### config.mk
export PLATFORM = sky130hd
export DESIGN_NAME = bidir_rx_deser
export DESIGN_NICKNAME = d
export VERILOG_FILES = /design/src/rtl/bidir_rx_deser.sv
export SDC_FILE = /design/constraint.sdc
export NUM_CORES = 1
export LEC_CHECK = 0
export ABC_AREA = 1
export CORE_ASPECT_RATIO = 0.6
export CORE_MARGIN = 1.5
export CORE_UTILIZATION = 64
export CTS_CLUSTER_DIAMETER = 200
export DETAILED_ROUTE_END_ITERATION = 6
export PLACE_DENSITY = 0.93
export SETUP_SLACK_MARGIN = 0.3
export SYNTH_ARGS = -nofsm -noshare
export SYNTH_HDL_FRONTEND = slang
export SYNTH_SLANG_ARGS = --single-unit
### constraint.sdc
create_clock -name clk -period 5.5 [get_ports clk]
set_input_delay 0.55 -clock clk [delete_from_list [all_inputs] [get_ports clk]]
set_output_delay 0.55 -clock clk [all_outputs]
set_load 0.05 [all_outputs]
### src/rtl/bidir_rx_deser.sv
`default_nettype none
// bidir_rx_deser: oversampled UART-style deserialiser on the bidir RX line, one byte per AXI-stream beat.
// Optional even-parity bit: define BIDIR_RX_PARITY_EN. Rev 1.0
module bidir_rx_deser #(
   parameter int DW       = 8,
   parameter int OSR      = 16,
   parameter int GAP_BITS = 12,
   parameter int CW       = 16
) (
   input  logic          clk,
   input  logic          rst,
   input  logic          rx_en,
   input  logic          rx_in,
   output logic [DW-1:0] m_axis_tdata,
   output logic          m_axis_tvalid,
   input  logic          m_axis_tready,
   output logic          m_axis_tlast,
   output logic          m_axis_tuser,
   output logic          overrun_o,
   input  logic          clr_err_i,
   output logic          busy_o
);
   localparam int              BW        = $clog2(DW + 1);
   localparam logic [CW-1:0]   HALF_TICK = CW'(OSR / 2 - 1);
   localparam logic [CW-1:0]   LAST_TICK = CW'(OSR - 1);
   localparam logic [CW-1:0]   GAP_LIMIT = CW'(OSR * GAP_BITS);
   localparam logic [BW-1:0]   LAST_BIT  = BW'(DW - 1);

`ifdef BIDIR_RX_PARITY_EN
   typedef enum logic [2:0] {IDLE, START, DATA, PAR, STOP, WAIT_HI} state_t;
`else
   typedef enum logic [2:0] {IDLE, START, DATA, STOP, WAIT_HI} state_t;
`endif

   state_t          state, state_nxt;
   logic            rx_m, rx_s, rx_d;
   logic            fall, mid_bit;
   logic            tick_clr, start_now, bit_done, stop_done;
   logic [CW-1:0]   tick;
   logic [BW-1:0]   bit_cnt;
   logic [DW-1:0]   shreg;
   logic            p_valid, p_err;
   logic [DW-1:0]   p_data;
   logic [CW-1:0]   gap;
   logic            gap_hit, out_free, promote, p_busy, load, byte_err;
`ifdef BIDIR_RX_PARITY_EN
   logic            par_done, par_err;
`endif

   // rx_d holds the previous synchronised sample for edge detection
   always_ff @(posedge clk or posedge rst) begin
      if (rst) begin
         rx_m <= 1'b1;
         rx_s <= 1'b1;
         rx_d <= 1'b1;
      end else begin
         rx_m <= rx_in;
         rx_s <= rx_m;
         rx_d <= rx_s;
      end
   end

   assign fall    = rx_d & ~rx_s;
   assign mid_bit = (tick == LAST_TICK);

   always_ff @(posedge clk or posedge rst) begin
      if (rst) state <= IDLE;
      else     state <= state_nxt;
   end

   always_comb begin
      state_nxt = state;
      tick_clr  = 1'b0;
      start_now = 1'b0;
      bit_done  = 1'b0;
      stop_done = 1'b0;
`ifdef BIDIR_RX_PARITY_EN
      par_done  = 1'b0;
`endif
      case (state)
         IDLE: if (rx_en && fall) begin
            state_nxt = START;
            tick_clr  = 1'b1;
            start_now = 1'b1;
         end
         START: if (tick == HALF_TICK) begin
            tick_clr  = 1'b1;
            state_nxt = rx_s ? IDLE : DATA;
         end
         DATA: if (mid_bit) begin
            tick_clr = 1'b1;
            bit_done = 1'b1;
`ifdef BIDIR_RX_PARITY_EN
            if (bit_cnt == LAST_BIT) state_nxt = PAR;
`else
            if (bit_cnt == LAST_BIT) state_nxt = STOP;
`endif
         end
`ifdef BIDIR_RX_PARITY_EN
         PAR: if (mid_bit) begin
            tick_clr  = 1'b1;
            par_done  = 1'b1;
            state_nxt = STOP;
         end
`endif
         STOP: if (mid_bit) begin
            tick_clr  = 1'b1;
            stop_done = 1'b1;
            state_nxt = rx_s ? IDLE : WAIT_HI;
         end
         WAIT_HI: if (rx_s) state_nxt = IDLE;
         default: state_nxt = IDLE;
      endcase
      // Disabling abandons any frame in flight without touching pending/output
      if (!rx_en) begin
         state_nxt = IDLE;
         start_now = 1'b0;
         bit_done  = 1'b0;
         stop_done = 1'b0;
`ifdef BIDIR_RX_PARITY_EN
         par_done  = 1'b0;
`endif
      end
   end

   always_ff @(posedge clk or posedge rst) begin
      if (rst) begin
         tick    <= '0;
         bit_cnt <= '0;
         shreg   <= '0;
`ifdef BIDIR_RX_PARITY_EN
         par_err <= 1'b0;
`endif
      end else begin
         if (tick_clr || state == IDLE) tick <= '0;
         else                           tick <= tick + CW'(1);
         if (state == START)    bit_cnt <= '0;
         else if (bit_done)     bit_cnt <= bit_cnt + BW'(1);
         if (bit_done)          shreg   <= {rx_s, shreg[DW-1:1]};
`ifdef BIDIR_RX_PARITY_EN
         if (state == START)    par_err <= 1'b0;
         else if (par_done)     par_err <= rx_s ^ (^shreg);
`endif
      end
   end

`ifdef BIDIR_RX_PARITY_EN
   assign byte_err = ~rx_s | par_err;
`else
   assign byte_err = ~rx_s;
`endif

   // A saturated gap counter keeps the tlast=1 decision alive while pending is blocked
   assign gap_hit  = (gap == GAP_LIMIT);
   assign out_free = ~m_axis_tvalid | m_axis_tready;
   assign promote  = p_valid & (gap_hit | start_now) & out_free;
   assign p_busy   = p_valid & ~promote;
   assign load     = stop_done & ~p_busy;

   always_ff @(posedge clk or posedge rst) begin
      if (rst) begin
         p_valid       <= 1'b0;
         p_data        <= '0;
         p_err         <= 1'b0;
         gap           <= '0;
         m_axis_tvalid <= 1'b0;
         m_axis_tdata  <= '0;
         m_axis_tlast  <= 1'b0;
         m_axis_tuser  <= 1'b0;
         overrun_o     <= 1'b0;
      end else begin
         if (load) begin
            p_valid <= 1'b1;
            p_data  <= shreg;
            p_err   <= byte_err;
         end else if (promote) begin
            p_valid <= 1'b0;
         end

         if (load)
            gap <= '0;
         else if (p_valid && state == IDLE && !gap_hit)
            gap <= gap + CW'(1);

         if (promote) begin
            m_axis_tvalid <= 1'b1;
            m_axis_tdata  <= p_data;
            m_axis_tlast  <= gap_hit;
            m_axis_tuser  <= p_err;
         end else if (m_axis_tready) begin
            m_axis_tvalid <= 1'b0;
         end

         if (stop_done && p_busy) overrun_o <= 1'b1;
         else if (clr_err_i)      overrun_o <= 1'b0;
      end
   end

   assign busy_o = (state != IDLE) | p_valid;

endmodule
`default_nettype wire

==> results.toml <==
[placement]
dp.cells = 563
placed_cell_area_um2 = 3930
dpl.hpwl_um = 5400
dp_slack_ns = 2.97
portBuffers = 18
gp_congestion = 0.900

[power_and_ir_drop]
ir_drop_mv = 0.148
p_comb_frac = 0.112
power_frac_clock = 0.388
p_int_w = 0.000783
powerDensity_nw_per_um2 = 266
switchingPower_w = 0.000317
p_leak_nw = 2.19
switching_share = 0.288
p_seq_frac = 0.499

[flow_run]
drv_cap = 0

[finish]
final_area_um2 = 4130
final_layout_size_suffix_gt1_frac = 0.0882
diodes = 0
nets = 504
stdcell_count = 579
synthToLayoutAreaGrowth_pct = 12.0

[worst_setup_path]
required_ns = 4.95
worstSetupPathType = "reg2out"
ff2ff_setup_slack_ns = 3.11
crit_end = "busy_o"
timing.rr.start = "gap[0]$_DFFE_PP0P_"
arrival_ns = 1.97
endpoint_kind = "output port"
cp-start-kind = "flop"
worstPathMaxFanout = 6
ff2ff_path_depth = 11
reg2reg_to = "p_err$_DFFE_PP0P_"
crit_path_start = "state[1]$_DFFE_PP0P_"

[floorplan]
dieArea_um2 = 6250
io_pins = 19
core_um2 = 5570
rows = 21
die_w_um = 101
die_h_um = 61.8
initial_utilization = 0.663

[clock_network]
post_cts_resized = 0
clockBufferDepth = 2
ctsHoldBuffers = 0
clock_latency_ns = 0.35
cts_tree = "yes"
clock_sinks = 72
cts_htree_levels = 3
clkTransAtPathRegs_ns = 0.08
postCtsSetupBuffers = 0
cts_made_buffers = 9
cts_root_buffer = "clkbuf_8"

[timing]
rsz0062_at_grt = "false"
maxSlewHeadroom = 0.404
hold_viol_final = 0
fmax_mhz = 397
skew_ns = 0.0109
worst_slack_ns = 2.98
slew_viol_final = 0
layout_worst_path_cycle_share = 0.458
holdWs_ns = 0.359
worst_slew_pin_slew_ns = 0.893
finalSetupViolations = 0
tns_ns = 0
period_minus_slack_ns = 2.52

[route]
post-route-drc-count = 0
drtIter0Drc = 301
ant_nets = 0
drt_wl_total_um = 7950
firstDrtPassIters = 5
vias_per_cell = 5.41
num_vias = 3132
routedWlPerCell_um = 13.7

[yosys]
synth_warnings = 0
synth-edff-count = 0
yosys_most_used_dff = "dfrtp_1"
netlist_area_um2 = 3690
syn_avg_cell_area_um2 = 7.82
synthesis.nets = 482
synth_seq_area_share = 0.489
ys_types = 35
syn_inst = 472
synth-async-reset-ratio = 1.00
ys_seq_elements = 72

[worst_hold_path]
hold_path_class = "reg2reg"

[outcome]
status = "finished, final reports clean"

[global_route]
grt.total_usage = 0.278
grt_first_pass_wirelength_um = 12900
antenna_found_initial = 0
grt_pass1_vias = 2759
grt.overflow.total = 0
grt_max_degree = 73
==> power by group through the flow <==
stage	clock network (W)	logic [W]	registers (W)
2_1_floorplan	0	0.0000895	0.000557
3_3_place_gp	0	0.000116	0.000559
3_5_place_dp	0	0.000119	0.000559
4_1_cts	0.000436	0.000121	0.000549
5_1_grt	0.000458	0.000136	0.000551
6_report	0.000427	0.000123	0.000549
==> state kept, by name, indices dropped and copies added, names as in the netlist <==
| register | cells |
|---|---|
| rx_d | 1 |
| p_err | 1 |
| rx_s | 1 |
| m_axis_tdata | 8 |
| bit_cnt | 4 |
| p_valid | 1 |
| rx_m | 1 |
| m_axis_tuser | 1 |
| state | 3 |
| m_axis_tlast | 1 |
| shreg | 8 |
| overrun_o | 1 |
| tick | 16 |
| m_axis_tvalid | 1 |
| gap | 16 |
| p_data | 8 |
==> layout by cell type (no fill, tap or decap), types with 8 or more instances in the layout <==
| cell | synthesis | final |
|---|---|---|
| nand3_1 | 38 | 38 |
| inv_1 | 76 | 75 |
| clkdlybuf4s50_1 | 0 | 18 |
| o21ai_0 | 21 | 21 |
| nor2_1 | 48 | 48 |
| clkbuf_8 | 0 | 9 |
| nand4_1 | 17 | 17 |
| xor2_1 | 8 | 8 |
| nand2_1 | 134 | 134 |
| dfrtp_1 | 69 | 69 |
==> synth_stat cells (2+ instances only) <==
| cell type | number | area share |
|---|---|---|
| nand3_2 | 2 | 0.0054 |
| nor2_4 | 5 | 0.015 |
| dfrtp_1 | 69 | 0.47 |
| a21oi_1 | 4 | 0.0054 |
| xor2_1 | 8 | 0.019 |
| ha_1 | 4 | 0.014 |
| nor2_1 | 48 | 0.049 |
| buf_2 | 5 | 0.0068 |
| nor2_2 | 2 | 0.0034 |
| nor3_1 | 5 | 0.0068 |
| nand3b_1 | 3 | 0.0061 |
| o21ai_0 | 21 | 0.028 |
| inv_1 | 76 | 0.077 |
| o21bai_1 | 3 | 0.0061 |
| clkinv_1 | 2 | 0.0020 |
| nand2_2 | 5 | 0.0085 |
| dfstp_2 | 3 | 0.021 |
| nand4_1 | 17 | 0.029 |
| nand2_1 | 134 | 0.14 |
| nand3_1 | 38 | 0.052 |
| inv_2 | 4 | 0.0041 |
==> metrics by stage <==
step           utilization  total power [W]
5_1_grt              0.742          0.00114
6_report             0.742          0.00110
4_1_cts              0.742          0.00111
2_1_floorplan            -         0.000646
3_5_place_dp         0.706         0.000678
3_3_place_gp         0.706         0.000675
==> worst min-delay path by stage <==
stage,start,end,slack [ns],cells after the start
5_1_grt,rx_m$_DFF_PP1_,rx_s$_DFF_PP1_,0.36,0
4_1_cts,rx_m$_DFF_PP1_,rx_s$_DFF_PP1_,0.36,0
3_5_place_dp,rx_m$_DFF_PP1_,rx_s$_DFF_PP1_,0.35,0
6_report,rx_m$_DFF_PP1_,rx_s$_DFF_PP1_,0.36,0
3_3_place_gp,rx_m$_DFF_PP1_,rx_s$_DFF_PP1_,0.35,0
2_1_floorplan,rx_m$_DFF_PP1_,rx_s$_DFF_PP1_,0.35,0
==> cell families after synthesis <==
kind of cell | share of synthesized area
and+or+nand+nor | 0.328
buffers and inverters | 0.0962
DFF | 0.489
AOI/OAI and AO/OA | 0.0542
xor gates and xnor gates | 0.0190
adders and majority gates | 0.0136
==> area by class of cell <==
class                   count  area [um^2]
well taps                  80          100
repair buffers             19          188
clock buffers               9          124
fillers                   400         1440
flip-flops and latches     72         1810
multi-input cells         310         1530
clock inverters             7         77.6
inverters                  82          308
==> critical path, cell delays in order, from the launching register on <==
cell	delay, ns
dfrtp_1	0.47
inv_2	0.09
nand2_2	0.14
inv_2	0.06
nand2_1	0.06
clkdlybuf4s50_1	0.80
==> layer usage <==
layer,share of wire,up-vias,GRT usage
li1,-,1518,-
met1,0.46,1446,0.375
met2,0.45,137,0.427
met3,0.071,31,0.0928
met4,0.027,0,0.105
met5,0,-,0
Note: power is estimated with default switching activity, not from simulation.
